==> src/rtl/uart_frame_tx.sv <==
// uart_frame_tx: FIFO-buffered 8-bit UART transmitter (LSB first, 1 or 2 stop bits).
// Define UART_TX_PARITY_EN to add a parity bit after d7 (sense chosen by PARITY_ODD).
module uart_frame_tx #(
  parameter int CLKS_PER_BIT = 5208,
  parameter int FIFO_DEPTH   = 4,
  parameter int STOP_BITS    = 1,
  parameter bit PARITY_ODD   = 1'b0
) (
  input  logic       CLK,
  input  logic       RESET,
  input  logic [7:0] TX_DATA,
  input  logic       TX_VALID,
  output logic       TX_READY,
  output logic       TX,
  output logic       BUSY,
  output logic [4:0] FIFO_COUNT
);
  localparam int          PW        = $clog2(FIFO_DEPTH);
  localparam logic [15:0] BAUD_LAST = 16'(CLKS_PER_BIT - 1);
  localparam logic [4:0]  DEPTH5    = 5'(FIFO_DEPTH);
  localparam logic        STOP_LAST = (STOP_BITS == 2);

`ifdef UART_TX_PARITY_EN
  typedef enum logic [2:0] {S_IDLE, S_START, S_DATA, S_PARITY, S_STOP} state_t;
`else
  typedef enum logic [2:0] {S_IDLE, S_START, S_DATA, S_STOP} state_t;
`endif

  logic [7:0]    r_mem [FIFO_DEPTH];
  logic [PW-1:0] r_wr_ptr, r_rd_ptr;
  logic [4:0]    r_count;
  state_t        r_state;
  logic [15:0]   r_baud;
  logic [2:0]    r_bit_cnt;
  logic          r_stop_cnt;
  logic [7:0]    r_shift;
  logic          r_tx;
  logic          r_busy;

  state_t        w_state_next;
  logic [15:0]   w_baud_next;
  logic [2:0]    w_bit_next;
  logic          w_stop_next;
  logic [7:0]    w_shift_next;
  logic          w_tx_next;
  logic          w_pop;
  logic          w_push;
  logic          w_nempty;
  logic          w_baud_end;
  logic [7:0]    w_head;

  assign TX_READY   = (r_count < DEPTH5);
  assign TX         = r_tx;
  assign BUSY       = r_busy;
  assign FIFO_COUNT = r_count;

  assign w_push     = TX_VALID && TX_READY;
  assign w_nempty   = (r_count != 5'd0);
  assign w_baud_end = (r_baud == BAUD_LAST);
  assign w_head     = r_mem[r_rd_ptr];

`ifdef UART_TX_PARITY_EN
  logic r_parity;

  always_ff @(posedge CLK) begin
    if (RESET)
      r_parity <= 1'b0;
    else if (w_pop)
      r_parity <= (^w_head) ^ PARITY_ODD;
  end
`else
  logic w_unused_parity_odd;
  assign w_unused_parity_odd = PARITY_ODD;
`endif

  // Storage has no reset so it maps onto plain RAM; only pointers/count are cleared.
  always_ff @(posedge CLK) begin
    if (w_push)
      r_mem[r_wr_ptr] <= TX_DATA;
  end

  always_ff @(posedge CLK) begin
    if (RESET) begin
      r_wr_ptr <= '0;
      r_rd_ptr <= '0;
      r_count  <= 5'd0;
    end else begin
      if (w_push)
        r_wr_ptr <= r_wr_ptr + PW'(1);
      if (w_pop)
        r_rd_ptr <= r_rd_ptr + PW'(1);
      case ({w_push, w_pop})
        2'b10:   r_count <= r_count + 5'd1;
        2'b01:   r_count <= r_count - 5'd1;
        default: r_count <= r_count;
      endcase
    end
  end

  always_ff @(posedge CLK) begin
    if (RESET) begin
      r_state    <= S_IDLE;
      r_baud     <= 16'd0;
      r_bit_cnt  <= 3'd0;
      r_stop_cnt <= 1'b0;
      r_shift    <= 8'd0;
      r_tx       <= 1'b1;
      r_busy     <= 1'b0;
    end else begin
      r_state    <= w_state_next;
      r_baud     <= w_baud_next;
      r_bit_cnt  <= w_bit_next;
      r_stop_cnt <= w_stop_next;
      r_shift    <= w_shift_next;
      r_tx       <= w_tx_next;
      // Uses the pre-edge count so a push into an idle, empty FIFO raises BUSY with the start bit.
      r_busy     <= (w_state_next != S_IDLE) || w_nempty;
    end
  end

  always_comb begin
    w_state_next = r_state;
    w_baud_next  = r_baud;
    w_bit_next   = r_bit_cnt;
    w_stop_next  = r_stop_cnt;
    w_shift_next = r_shift;
    w_tx_next    = r_tx;
    w_pop        = 1'b0;
    case (r_state)
      S_IDLE: begin
        w_tx_next = 1'b1;
        if (w_nempty) begin
          w_pop        = 1'b1;
          w_shift_next = w_head;
          w_baud_next  = 16'd0;
          w_tx_next    = 1'b0;
          w_state_next = S_START;
        end
      end
      S_START: begin
        if (w_baud_end) begin
          w_baud_next  = 16'd0;
          w_bit_next   = 3'd0;
          w_tx_next    = r_shift[0];
          w_state_next = S_DATA;
        end else begin
          w_baud_next = r_baud + 16'd1;
        end
      end
      S_DATA: begin
        if (w_baud_end) begin
          w_baud_next = 16'd0;
          if (r_bit_cnt == 3'd7) begin
`ifdef UART_TX_PARITY_EN
            w_tx_next    = r_parity;
            w_state_next = S_PARITY;
`else
            w_tx_next    = 1'b1;
            w_stop_next  = 1'b0;
            w_state_next = S_STOP;
`endif
          end else begin
            w_bit_next   = r_bit_cnt + 3'd1;
            w_shift_next = {1'b0, r_shift[7:1]};
            w_tx_next    = r_shift[1];
          end
        end else begin
          w_baud_next = r_baud + 16'd1;
        end
      end
`ifdef UART_TX_PARITY_EN
      S_PARITY: begin
        if (w_baud_end) begin
          w_baud_next  = 16'd0;
          w_tx_next    = 1'b1;
          w_stop_next  = 1'b0;
          w_state_next = S_STOP;
        end else begin
          w_baud_next = r_baud + 16'd1;
        end
      end
`endif
      S_STOP: begin
        if (w_baud_end) begin
          w_baud_next = 16'd0;
          if (r_stop_cnt == STOP_LAST) begin
            // Chain straight into the next start bit when more bytes are queued.
            if (w_nempty) begin
              w_pop        = 1'b1;
              w_shift_next = w_head;
              w_tx_next    = 1'b0;
              w_state_next = S_START;
            end else begin
              w_tx_next    = 1'b1;
              w_state_next = S_IDLE;
            end
          end else begin
            w_stop_next = 1'b1;
          end
        end else begin
          w_baud_next = r_baud + 16'd1;
        end
      end
      default: begin
        w_tx_next    = 1'b1;
        w_state_next = S_IDLE;
      end
    endcase
  end

endmodule
==> config.mk <==
export PLATFORM = sky130hd
export DESIGN_NAME = uart_frame_tx
export DESIGN_NICKNAME = d
export VERILOG_FILES = /design/src/rtl/uart_frame_tx.sv
export SDC_FILE = /design/constraint.sdc
export NUM_CORES = 1
export LEC_CHECK = 0
export ABC_AREA = 1
export CORE_ASPECT_RATIO = 1.1
export CORE_MARGIN = 2
export CORE_UTILIZATION = 40
export CTS_BUF_LIST = sky130_fd_sc_hd__clkbuf_4 sky130_fd_sc_hd__clkbuf_8 sky130_fd_sc_hd__clkbuf_16
export DETAILED_ROUTE_END_ITERATION = 10
export SYNTH_ARGS = -nofsm -noshare
export SYNTH_HDL_FRONTEND = slang
export SYNTH_SLANG_ARGS = --single-unit
==> constraint.sdc <==
create_clock -name CLK -period 3.1 [get_ports CLK]
set_input_delay 0.775 -clock CLK [delete_from_list [all_inputs] [get_ports CLK]]
set_output_delay 0.775 -clock CLK [all_outputs]
set_load 0.02 [all_outputs]
==> metrics.md <==
| Metric | Value |
|---|---|
| Proportion of layout cells with a drive suffix above 1 | `between 10% and 20%` |
| Setup Buffers After CTS | `0` |
| Synth top area share | `between 20% and 30%` |
| Number of diodes | `0` |
| Vias in the first global route | `~2800` |
| Hold slack | `about 0.5 ns` |
| Reg2reg path depth | `18` |
| Clock Latency Late Sink | `0.35 ns` |
| Max-cap violations | `0` |
| Worst reg2reg startpoint | `r_baud[0]` |
| VDD IR max | `~0.00042 V` |
| CTS tree | `done` |
| Unrepaired setup endpoints after global routing | `no` |
| Syn Area/Cell | `around 8.0 um^2` |
| Deepest clock path buffer count | `2` |
| Period utilization | `just over 80%` |
| DR iter-0 viols | `88` |
| Nets | `around 520` |
| PostCTS Resize Cnt | `0` |
| Reg2reg end | `FIFO_COUNT[4]` |
| Lkg Pwr | `roughly 1.8 nW` |
| Crit path capture type | `flip-flop` |
| CP peak stage delay | `0.40 ns` |
| DIE AREA | `about 10000 um^2` |
| Cell Area, Synth | `3750 um^2` |
| Final-report hold violation count | `0` |
| Final setup viols | `0` |
| Leading area contributor after synthesis | `edfxtp_1` |
| Unique masters post-synth | `30` |
| Via count | `between 2000 and 3000` |
| Min-Delay Path Class | `flip-flop to flip-flop` |
| Final core occ | `a little under half` |
| Fin Setup TNS | `0 ns` |
| Clock Sinks | `between 70 and 80` |
| Setup CP Type | `flip-flop to flip-flop` |
| Post-DP Area | `around 4100 um^2` |
| CTS clk-pin slew, worst paths | `0.09 ns` |
| Wirelength per Cell | `approximately 13 um` |
| Mapped Cells | `~470` |
| Int Pwr | `approximately 2.0 mW` |
| Fmax | `between 0.3 and 0.4 GHz` |
| Total Wirelength | `7740 um` |
| First-pass GRT wire length | `between 10000 and 15000 um` |
| Switching Fraction | `a little under two fifths` |
| Pre-Repair DR Iteration Count | `4` |
| Design area | `4270 um^2` |
| Core Region | `9260 um^2` |
| Asr flop ratio synth | `0%` |
| Reg2reg setup slack | `between 0.5 and 0.6 ns` |
| Clock Power Share | `roughly a quarter` |
| IO Count | `19` |
| CTS root buffer | `clkbuf_8` |
| Area contributors post-synth | `edfxtp_1 (26%), dfxtp_1 (23%), nand2_1 (9.0%), nor2_1 (8.8%), inv_1 (4.4%)` |
| Switching pwr | `between 1 and 1.5 mW` |
| Most used DFF post-synth | `dfxtp_1` |
| Row count | `37` |
| Max-slew violations | `0` |
| Layout area overhead | `13.9%` |
| YS warnings | `0` |
| CP Data Arrival Time | `2.87 ns` |
| Initial Util | `between 40% and 50%` |
| Power Dens Cells | `735 nW/um^2` |
| Post-synth EDFFs | `32` |
| Critical path peak fanout | `6` |
| H-tree depth | `3` |
| Critical path endpoint | `FIFO_COUNT[4]` |
| Slowest-stage cell, CP | `dfxtp_1` |
| Die Y | `106 um` |
| Detailed placement HPWL | `5540 um` |
| Comb pwr share | `34.1%` |
| Crit. Startpoint | `r_baud[0]` |
| Min cycle time layout | `2.58 ns` |
| CTS buffer count | `9` |
| Total GRT Usage | `~16%` |
| Most common cell in the netlist | `nand2_1` |
| Syn nets | `491` |
| Flop and latch count out of synthesis | `75` |
| IO Port Bufs | `18` |
| Critical path required time | `3.39 ns` |
| Design Power | `about 3.1 mW` |
| Reg power frac | `just over 40%` |
| Vias per cell | `a little under 5` |
| Clock Skew | `between 0.007 and 0.008 ns` |
| Outcome | `finished clean` |
| Placer congestion estimate | `roughly 0.9` |
| Cell mode on critical path | `nand2_1` |
| Post-route ant nets | `0` |
| Post-synth top cells | `nand2_1 (90), nor2_1 (88), inv_1 (44)` |
| Post-route DRC | `0` |
| Startpoint type of the worst setup path | `flip-flop` |
| Cts hold-fix bufs | `0` |
| Sequential fraction of the synthesis area | `between 40% and 50%` |
| Initial antenna violation count | `0` |
| Die width | `slightly below 100 um` |
| Crit-path cells | `ha_1 -> nand2_2 -> nor2_1 -> nand2_1 -> nor2_2 -> nand2_4 -> nand2_1 -> ha_1 -> xor2_1 -> ha_1 -> inv_1 -> nand2_1 -> nand3_1 -> nand2_1 -> nand2_1 -> nand2_1 -> nand2_1 -> a21oi_1` |
| GRT overflow | `0` |
| Largest net degree at the start of global routing | `18` |
-- how the worst min path moves through the flow --
| stage | startpoint | end | slack [ns] | cells past startpoint |
|---|---|---|---|---|
| after floorplan | r_shift[2] | r_shift[2] | 0.45 | 2 |
| final | r_shift[4] | r_shift[4] | 0.49 | 2 |
| after CTS | r_shift[4] | r_shift[4] | 0.49 | 2 |
| after detailed placement | r_shift[4] | r_shift[4] | 0.47 | 2 |
| after global routing | r_shift[7] | r_shift[7] | 0.51 | 2 |
| after global placement | r_shift[2] | r_shift[2] | 0.47 | 2 |
-- area by class of cell --
cell class	instances	area [um^2]
repair buffers	25	233
clock inverters	7	82.6
well taps	117	146
inverters	55	206
flip-flops and latches	75	1820
fillers	947	4990
multi-input cells	329	1660
clock buffers	9	124
-- power groups by stage --
| stage | registers [mW] | logic [mW] | clock network [mW] |
|---|---|---|---|
| finish | 1.29 | 1.07 | 0.778 |
| global route | 1.32 | 1.21 | 0.853 |
| CTS | 1.29 | 1.08 | 0.803 |
| detailed placement | 1.32 | 1.08 | 0 |
| global placement | 1.31 | 1.07 | 0 |
| floorplan | 1.33 | 0.772 | 0 |
-- flip-flops by register name, summed over array words and instances, names as in the netlist, named ones only --
register and flops:
TX 1, r_mem 32, r_state 3, r_wr_ptr 2
FIFO_COUNT 5, r_baud 16, r_rd_ptr 2, r_bit_cnt 3
r_shift 8, BUSY 1
-- placed cells by master, fill, tap and decap left out, types with 7 or more instances in the layout --
cell              n
a21oi_1          24
buf_4             7
clkbuf_8          9
clkdlybuf4s50_1  18
dfxtp_1          43
edfxtp_1         32
ha_1             11
inv_1            44
inv_2            10
nand2_1          90
nand3_1          30
nand4_1          10
nor2_1           88
nor3_1            9
o21ai_0          26
-- per-layer routing --
metal / vias up / track usage (%) / wire length [um]
met5: - / 0 / 0
met3: 12 / 4.36 / 214
met4: 0 / 5.73 / 131
met1: 1352 / 19.1 / 3430
li1: 1582 / - / -
met2: 42 / 28.5 / 3970
-- through the flow --
step / setup WS (ns) / instances
4_1_cts: 0.508 / 617
3_3_place_gp: 0.415 / 601
3_5_place_dp: 0.352 / 601
6_report: 0.524 / 617
5_1_grt: 0.297 / 617
2_1_floorplan: 0.831 / 469
-- cell families after synthesis --
kind of cell	count (synthesis)	synth area share (%)
multiplexers	6	1.60
AND/OR/NAND/NOR	249	29.7
XOR/XNOR	5	1.17
buffers and inverters	65	7.24
other	1	0.100
adder cells (fa/ha/maj)	11	3.67
flip-flops	75	48.6
AO/OA/AOI/OAI	57	7.94
-- critical path, delay by kind of cell, from the launching register on --
kind / cells / cell delay (ns)
AOI/OAI and AO/OA: 1 / 0.11
xor gates and xnor gates: 1 / 0.21
adders and majority gates: 3 / 0.62
buffers and inverters: 1 / 0.04
DFF: 1 / 0.40
and+or+nand+nor: 12 / 1.13
No activity file was read; power rests on OpenSTA's default activity.
